==> src/rtl/pipe_ctrl_pkg.sv <==
// Shared types for the pipeline sequencer and the pipeline registers it controls.
//   hz_state_e  : sequencer state encoding
//   pipe_ctrl_t : bundle of PC / IF/ID / ID/EX / global hold controls
//   run_ctrl()  : control bundle for a non-holding cycle
package pipe_ctrl_pkg;

    typedef enum logic [1:0] {
        RUN      = 2'd0,
        MEM_WAIT = 2'd1,
        ERROR    = 2'd2
    } hz_state_e;

    localparam logic [4:0] REG_X0 = 5'd0;

    typedef struct packed {
        logic pc_write;
        logic if_id_write;
        logic if_id_flush;
        logic id_ex_flush;
        logic pipe_hold;
    } pipe_ctrl_t;

    localparam pipe_ctrl_t CTRL_FLOW     = '{pc_write: 1'b1, if_id_write: 1'b1, if_id_flush: 1'b0, id_ex_flush: 1'b0, pipe_hold: 1'b0};
    localparam pipe_ctrl_t CTRL_REDIRECT = '{pc_write: 1'b1, if_id_write: 1'b1, if_id_flush: 1'b1, id_ex_flush: 1'b1, pipe_hold: 1'b0};
    localparam pipe_ctrl_t CTRL_BUBBLE   = '{pc_write: 1'b0, if_id_write: 1'b0, if_id_flush: 1'b0, id_ex_flush: 1'b1, pipe_hold: 1'b0};
    localparam pipe_ctrl_t CTRL_HOLD     = '{pc_write: 1'b0, if_id_write: 1'b0, if_id_flush: 1'b0, id_ex_flush: 1'b0, pipe_hold: 1'b1};
    localparam pipe_ctrl_t CTRL_RESET    = '{pc_write: 1'b0, if_id_write: 1'b0, if_id_flush: 1'b1, id_ex_flush: 1'b1, pipe_hold: 1'b0};

    // Redirect wins over load-use: the flush kills the dependent instruction anyway.
    function automatic pipe_ctrl_t run_ctrl(input logic redirect, input logic load_use);
        pipe_ctrl_t c;
        if (redirect)      c = CTRL_REDIRECT;
        else if (load_use) c = CTRL_BUBBLE;
        else               c = CTRL_FLOW;
        return c;
    endfunction

endpackage

==> src/rtl/pipeline_hazard_ctrl_hazard_detect.sv <==
// Load-use hazard compare between the instruction in ID and the load in EX.
//   id_rs1/id_rs2, id_uses_rs1/id_uses_rs2 : ID source operands
//   id_ex_mem_read, id_ex_rd               : EX instruction is a load, and its rd
//   load_use                               : ID must wait one cycle for the load data
import pipe_ctrl_pkg::*;

module hazard_detect (
    input  logic [4:0] id_rs1,
    input  logic [4:0] id_rs2,
    input  logic       id_uses_rs1,
    input  logic       id_uses_rs2,
    input  logic       id_ex_mem_read,
    input  logic [4:0] id_ex_rd,
    output logic       load_use
);

    logic rs1_hit;
    logic rs2_hit;

    assign rs1_hit  = id_uses_rs1 && (id_rs1 == id_ex_rd);
    assign rs2_hit  = id_uses_rs2 && (id_rs2 == id_ex_rd);
    // x0 is hard-wired zero, so a load targeting it never produces a hazard.
    assign load_use = id_ex_mem_read && (id_ex_rd != REG_X0) && (rs1_hit || rs2_hit);

endmodule

==> src/rtl/pipeline_hazard_ctrl.sv <==
// Pipeline sequencer for the 5-stage core: load-use bubbles, EX redirects,
// data-memory wait with bounded timeout, and a saturating stall counter.
//   clk, reset_n          : clock, async active-low reset
//   id_* / id_ex_*        : hazard-compare operands
//   ex_redirect           : EX resolved a taken control transfer
//   mem_req, mem_ready    : MEM stage access and completion
//   pc_write..pipe_hold   : pipeline register controls (combinational)
//   mem_timeout           : sticky memory timeout flag
//   stall_count           : cycles with pc_write low, saturating
//
// state    | meaning
// RUN      | normal flow; bubbles and redirects applied
// MEM_WAIT | pipe frozen waiting for mem_ready, wait_cnt counts stalled cycles
// ERROR    | memory timed out; pipe frozen until reset
import pipe_ctrl_pkg::*;

module pipeline_hazard_ctrl #(
    parameter int MEM_WAIT_MAX = 15,
    parameter int STALL_CNT_W  = 16
) (
    input  logic                   clk,
    input  logic                   reset_n,
    input  logic [4:0]             id_rs1,
    input  logic [4:0]             id_rs2,
    input  logic                   id_uses_rs1,
    input  logic                   id_uses_rs2,
    input  logic                   id_ex_mem_read,
    input  logic [4:0]             id_ex_rd,
    input  logic                   ex_redirect,
    input  logic                   mem_req,
    input  logic                   mem_ready,
    output logic                   pc_write,
    output logic                   if_id_write,
    output logic                   if_id_flush,
    output logic                   id_ex_flush,
    output logic                   pipe_hold,
    output logic                   mem_timeout,
    output logic [STALL_CNT_W-1:0] stall_count
);

    localparam int WAIT_W = $clog2(MEM_WAIT_MAX + 1);

    hz_state_e   state, state_nxt;
    logic [WAIT_W-1:0] wait_cnt, wait_nxt;
    logic        timeout_nxt;
    logic        load_use;
    logic        mem_wait;
    pipe_ctrl_t  ctrl;

    hazard_detect u_hazard_detect (
        .id_rs1         (id_rs1),
        .id_rs2         (id_rs2),
        .id_uses_rs1    (id_uses_rs1),
        .id_uses_rs2    (id_uses_rs2),
        .id_ex_mem_read (id_ex_mem_read),
        .id_ex_rd       (id_ex_rd),
        .load_use       (load_use)
    );

    assign mem_wait = mem_req && !mem_ready;

    always_comb begin
        ctrl        = CTRL_HOLD;
        state_nxt   = state;
        wait_nxt    = wait_cnt;
        timeout_nxt = mem_timeout;
        case (state)
            RUN: begin
                if (mem_wait) begin
                    state_nxt = MEM_WAIT;
                    wait_nxt  = WAIT_W'(1);
                end else begin
                    ctrl = run_ctrl(ex_redirect, load_use);
                end
            end
            MEM_WAIT: begin
                // EX is frozen while holding, so a redirect or hazard seen now
                // will re-present on the release cycle.
                if (mem_ready) begin
                    ctrl      = run_ctrl(ex_redirect, load_use);
                    state_nxt = RUN;
                    wait_nxt  = '0;
                end else if (wait_cnt < WAIT_W'(MEM_WAIT_MAX)) begin
                    wait_nxt = wait_cnt + WAIT_W'(1);
                end else begin
                    state_nxt   = ERROR;
                    timeout_nxt = 1'b1;
                end
            end
            ERROR:   state_nxt = ERROR;
            default: state_nxt = ERROR;
        endcase
        if (!reset_n) ctrl = CTRL_RESET;
    end

    assign pc_write    = ctrl.pc_write;
    assign if_id_write = ctrl.if_id_write;
    assign if_id_flush = ctrl.if_id_flush;
    assign id_ex_flush = ctrl.id_ex_flush;
    assign pipe_hold   = ctrl.pipe_hold;

    always_ff @(posedge clk or negedge reset_n) begin
        if (!reset_n) begin
            state       <= RUN;
            wait_cnt    <= '0;
            stall_count <= '0;
            mem_timeout <= 1'b0;
        end else begin
            state       <= state_nxt;
            wait_cnt    <= wait_nxt;
            mem_timeout <= timeout_nxt;
            if (!ctrl.pc_write && (stall_count != '1))
                stall_count <= stall_count + STALL_CNT_W'(1);
        end
    end

endmodule

==> config.mk <==
export PLATFORM = sky130hd
export DESIGN_NAME = pipeline_hazard_ctrl
export DESIGN_NICKNAME = d
export VERILOG_FILES = /design/src/rtl/pipe_ctrl_pkg.sv /design/src/rtl/pipeline_hazard_ctrl_hazard_detect.sv /design/src/rtl/pipeline_hazard_ctrl.sv
export SDC_FILE = /design/constraint.sdc
export NUM_CORES = 1
export LEC_CHECK = 0
export ABC_AREA = 1
export CAP_MARGIN = 20
export CORE_MARGIN = 8
export CORE_UTILIZATION = 45
export CTS_CLUSTER_DIAMETER = 30
export DETAILED_ROUTE_END_ITERATION = 16
export PLACE_DENSITY = 0.76
export REMOVE_ABC_BUFFERS = 1
export SYNTH_ARGS = -nofsm -noshare
export SYNTH_HDL_FRONTEND = slang
export SYNTH_HIERARCHICAL = 1
export SYNTH_SLANG_ARGS = --single-unit
==> constraint.sdc <==
create_clock -name clk -period 4.5 [get_ports clk]
set_clock_uncertainty 0.2 [all_clocks]
set_input_delay 0.45 -clock clk [delete_from_list [all_inputs] [get_ports clk]]
set_output_delay 0.45 -clock clk [all_outputs]
set_load 0.02 [all_outputs]
==> summary.txt <==
Status - finished, final reports clean
Seq cells post-synth - 23
Post-place instance area - 2100 um^2
Final Hold Fails - 0
Layout Nets - 326
Worst Tran Pin Value - 537 ps
Slowest-stage cell, CP - clkdlybuf4s50_1
Die Wd - 75.9 um
Pre-antenna DRT Iters - 5
Post-synthesis async set-or-reset flop share - 100%
Hold Path Class - input port to asynchronous set/reset pin
Post-Route Setup TNS - 0 ps
Synth-to-Final Area Change - 31.3%
Layout cell share with drive strength beyond 1 - 5.00%
Static Leak - 1.04 nW
CP startpoint - id_ex_rd[4]
R2R Path End - stall_count[2]
Worst VDD drop - 0.000117 V
Hold_buf cts - 0
Largest cells by area after synthesis - dfrtp_1 (36%), nand2_1 (26%), inv_1 (7.4%)
CTS resizes - 0
Wire per inst - 10.8 um
ANT cells - 0
Worst setup path endpoint - if_id_write
Crit path time final - 3040 ps
Total GRT Usage - 13.1%
Global route overflow - 0
Pre-CTS setup slack - 1440 ps
Max-Cap Viols - 0
WP buf/inv - 4
Vias in the first global route - 1441
Core ar. - 3390 um^2
DIE AREA - 5770 um^2
Crit. End Element - output pin
Origin of the critical flop-to-flop path - stall_count[0]
CTS buffer count - 3
Register area share after synthesis - 35.6%
Largest net degree at the start of global routing - 28
Routability cong. - 0.800
CTS Buffer Depth - 2
Reg-to-reg slack, setup - 2580 ps
Post-route ant nets - 0
Antenna violations before repair - 0
Worst path top cell family by delay - buffers and inverters
Clock Tree Root - clkbuf_4
Drt drc - 0
I/O Buffers - 44
Clock Pin Slew Worst Setup and Hold Paths - 130 ps
CP max stage delay - 550 ps
Post-Layout Inst Area - 2120 um^2
Endpoint arrival time on the critical path - 2390 ps
CP Max Fanout - 4
Syn avg cell area - 6.36 um^2
Yosys top cell by area - dfrtp_1
Clk Latency, worst-skew pair - 310 ps
Final Max Slew Viols - 0
Iteration-0 DRC Markers - 58
CTS sink count - 23
# setup viols final - 0
Postcts setup bufs - 0
RSZ-0062 raised after global routing - no
Tcrit/Tclk final - 67.7%
Required @ worst endpoint - 3850 ps
Detailed-route via count - 1611
Tot Pwr - 353 uW
# rows - 21
Initial core utilization - 47.7%
Top_reg_cell synth - dfrtp_1
First-pass GRT wire length - 6.49 mm
Netlist cell types - 22
Crit start category - input port
Post-synth top area share - 35.6%
I/O pin count - 45
Gate Count Post-Synth - 254
Area of the mapped netlist - 1620 um^2
YS warnings - 6
F_max - 328 MHz
CTS tree - yes
WL final - 3.75 mm
Pwr Density - 166 nW/um^2
EDFF count, synth - 0
CTS H-tree depth - 1
Die Ht - 75.9 um
Slew Limit Headroom - 64.2%
Crit path kind - input port to output pin
Vias per inst - 4.66
Worst path depth - 11
R2R depth - 6
Dpl hpwl - 2.89 mm
Final WS setup - 1460 ps
CP Cell Sequence - clkdlybuf4s50_1 > inv_2 > nand2_1 > nand2_1 > nor2_1 > nand3_1 > a21oi_1 > a21oi_1 > nand2_2 > inv_1 > clkdlybuf4s50_1
-- cells in the final DEF (no fill, tap or decap) --
cell             count
o21ai_4              1
nand4_1              6
dfrtp_1             23
inv_2                1
clkdlybuf4s50_1     44
nor2_1              28
inv_1               32
nor2_2               2
nor2_4               1
clkbuf_4             3
clkbuf_1             1
o31ai_1              1
nand2_2              3
nand2_4              1
or2_2                2
ha_1                 2
xor2_1               4
nand3_1             12
buf_4                1
a21oi_1              3
nand3b_1             2
nand2_1            114
xnor2_1              4
o21ai_0              9
-- kinds of logic (layout without fill, tap and decap cells) --
kind of cell | Yosys count | in the layout | synth area share (%)
xor gates and xnor gates | 8 | 8 | 4.33
and+or+nand+nor | 171 | 171 | 44.0
AOI/OAI and AO/OA | 14 | 14 | 5.19
adders and majority gates | 2 | 2 | 1.55
buffers and inverters | 36 | 82 | 9.29
DFF | 23 | 23 | 35.6
-- Yosys cell counts (3+ instances only) --
| cell type | instances |
|---|---|
| nand2_1 | 114 |
| inv_1 | 32 |
| nor2_1 | 28 |
| dfrtp_1 | 23 |
| nand3_1 | 12 |
| o21ai_0 | 9 |
| nand4_1 | 6 |
| xnor2_1 | 4 |
| xor2_1 | 4 |
| a21oi_1 | 3 |
| nand2_2 | 3 |
-- per-layer routing --
layer / track usage [%] / routed length (um) / up-vias
li1: - / - / 868
met1: 17.1 / 1870 / 707
met2: 20.2 / 1640 / 31
met3: 2.95 / 194 / 5
met4: 4.90 / 48 / 0
met5: 0 / 0 / -
-- how the worst min path moves through the flow --
stage	startpoint	to	slack (ps)	cells after the start
2_1_floorplan	reset_n	mem_timeout	-50	0
3_3_place_gp	mem_timeout	mem_timeout	250	1
3_5_place_dp	mem_timeout	mem_timeout	260	1
4_1_cts	reset_n	stall_count[14]	290	2
5_1_grt	reset_n	stall_count[12]	310	2
6_report	reset_n	stall_count[15]	280	2
-- final cells by class --
cell class / count / area, um^2
Fill cell: 322 / 1270
Clock buffer: 4 / 26.3
Timing Repair Buffer: 45 / 448
Tap cell: 46 / 57.6
Inverter: 33 / 124
Multi-Input combinational cell: 195 / 891
Sequential cell: 23 / 576
-- flip-flops by register name, summed over array words and instances (netlist names) --
name / cells
stall_count: 16
wait_cnt: 4
state: 2
mem_timeout: 1
-- worst register-to-register path: stages, from the launching register on --
cell and delay, ps:
dfrtp_1 440, ha_1 220, nand2_2 90, nor2_4 230
nand2_4 90, o21ai_4 380, o21ai_0 150
-- power breakdown --
part / switching [mW] / leakage (nW) / internal, mW / total, mW
clock network: 0.0645 / 0.0150 / 0.0347 / 0.0992
registers: 0 / 0.302 / 0.207 / 0.207
logic: 0.0216 / 0.718 / 0.0256 / 0.0472
total: 0.0861 / 1.04 / 0.267 / 0.353
-- per-stage QoR --
stage / utilization [%] / hold slack, ps / std cells
3_3_place_gp: 61.8 / 254 / 342
2_1_floorplan: - / -45.6 / 251
3_5_place_dp: 61.8 / 260 / 342
4_1_cts: 62.6 / 288 / 346
6_report: 62.6 / 278 / 346
5_1_grt: 62.6 / 308 / 346
Power figures use the tool's default switching activity.
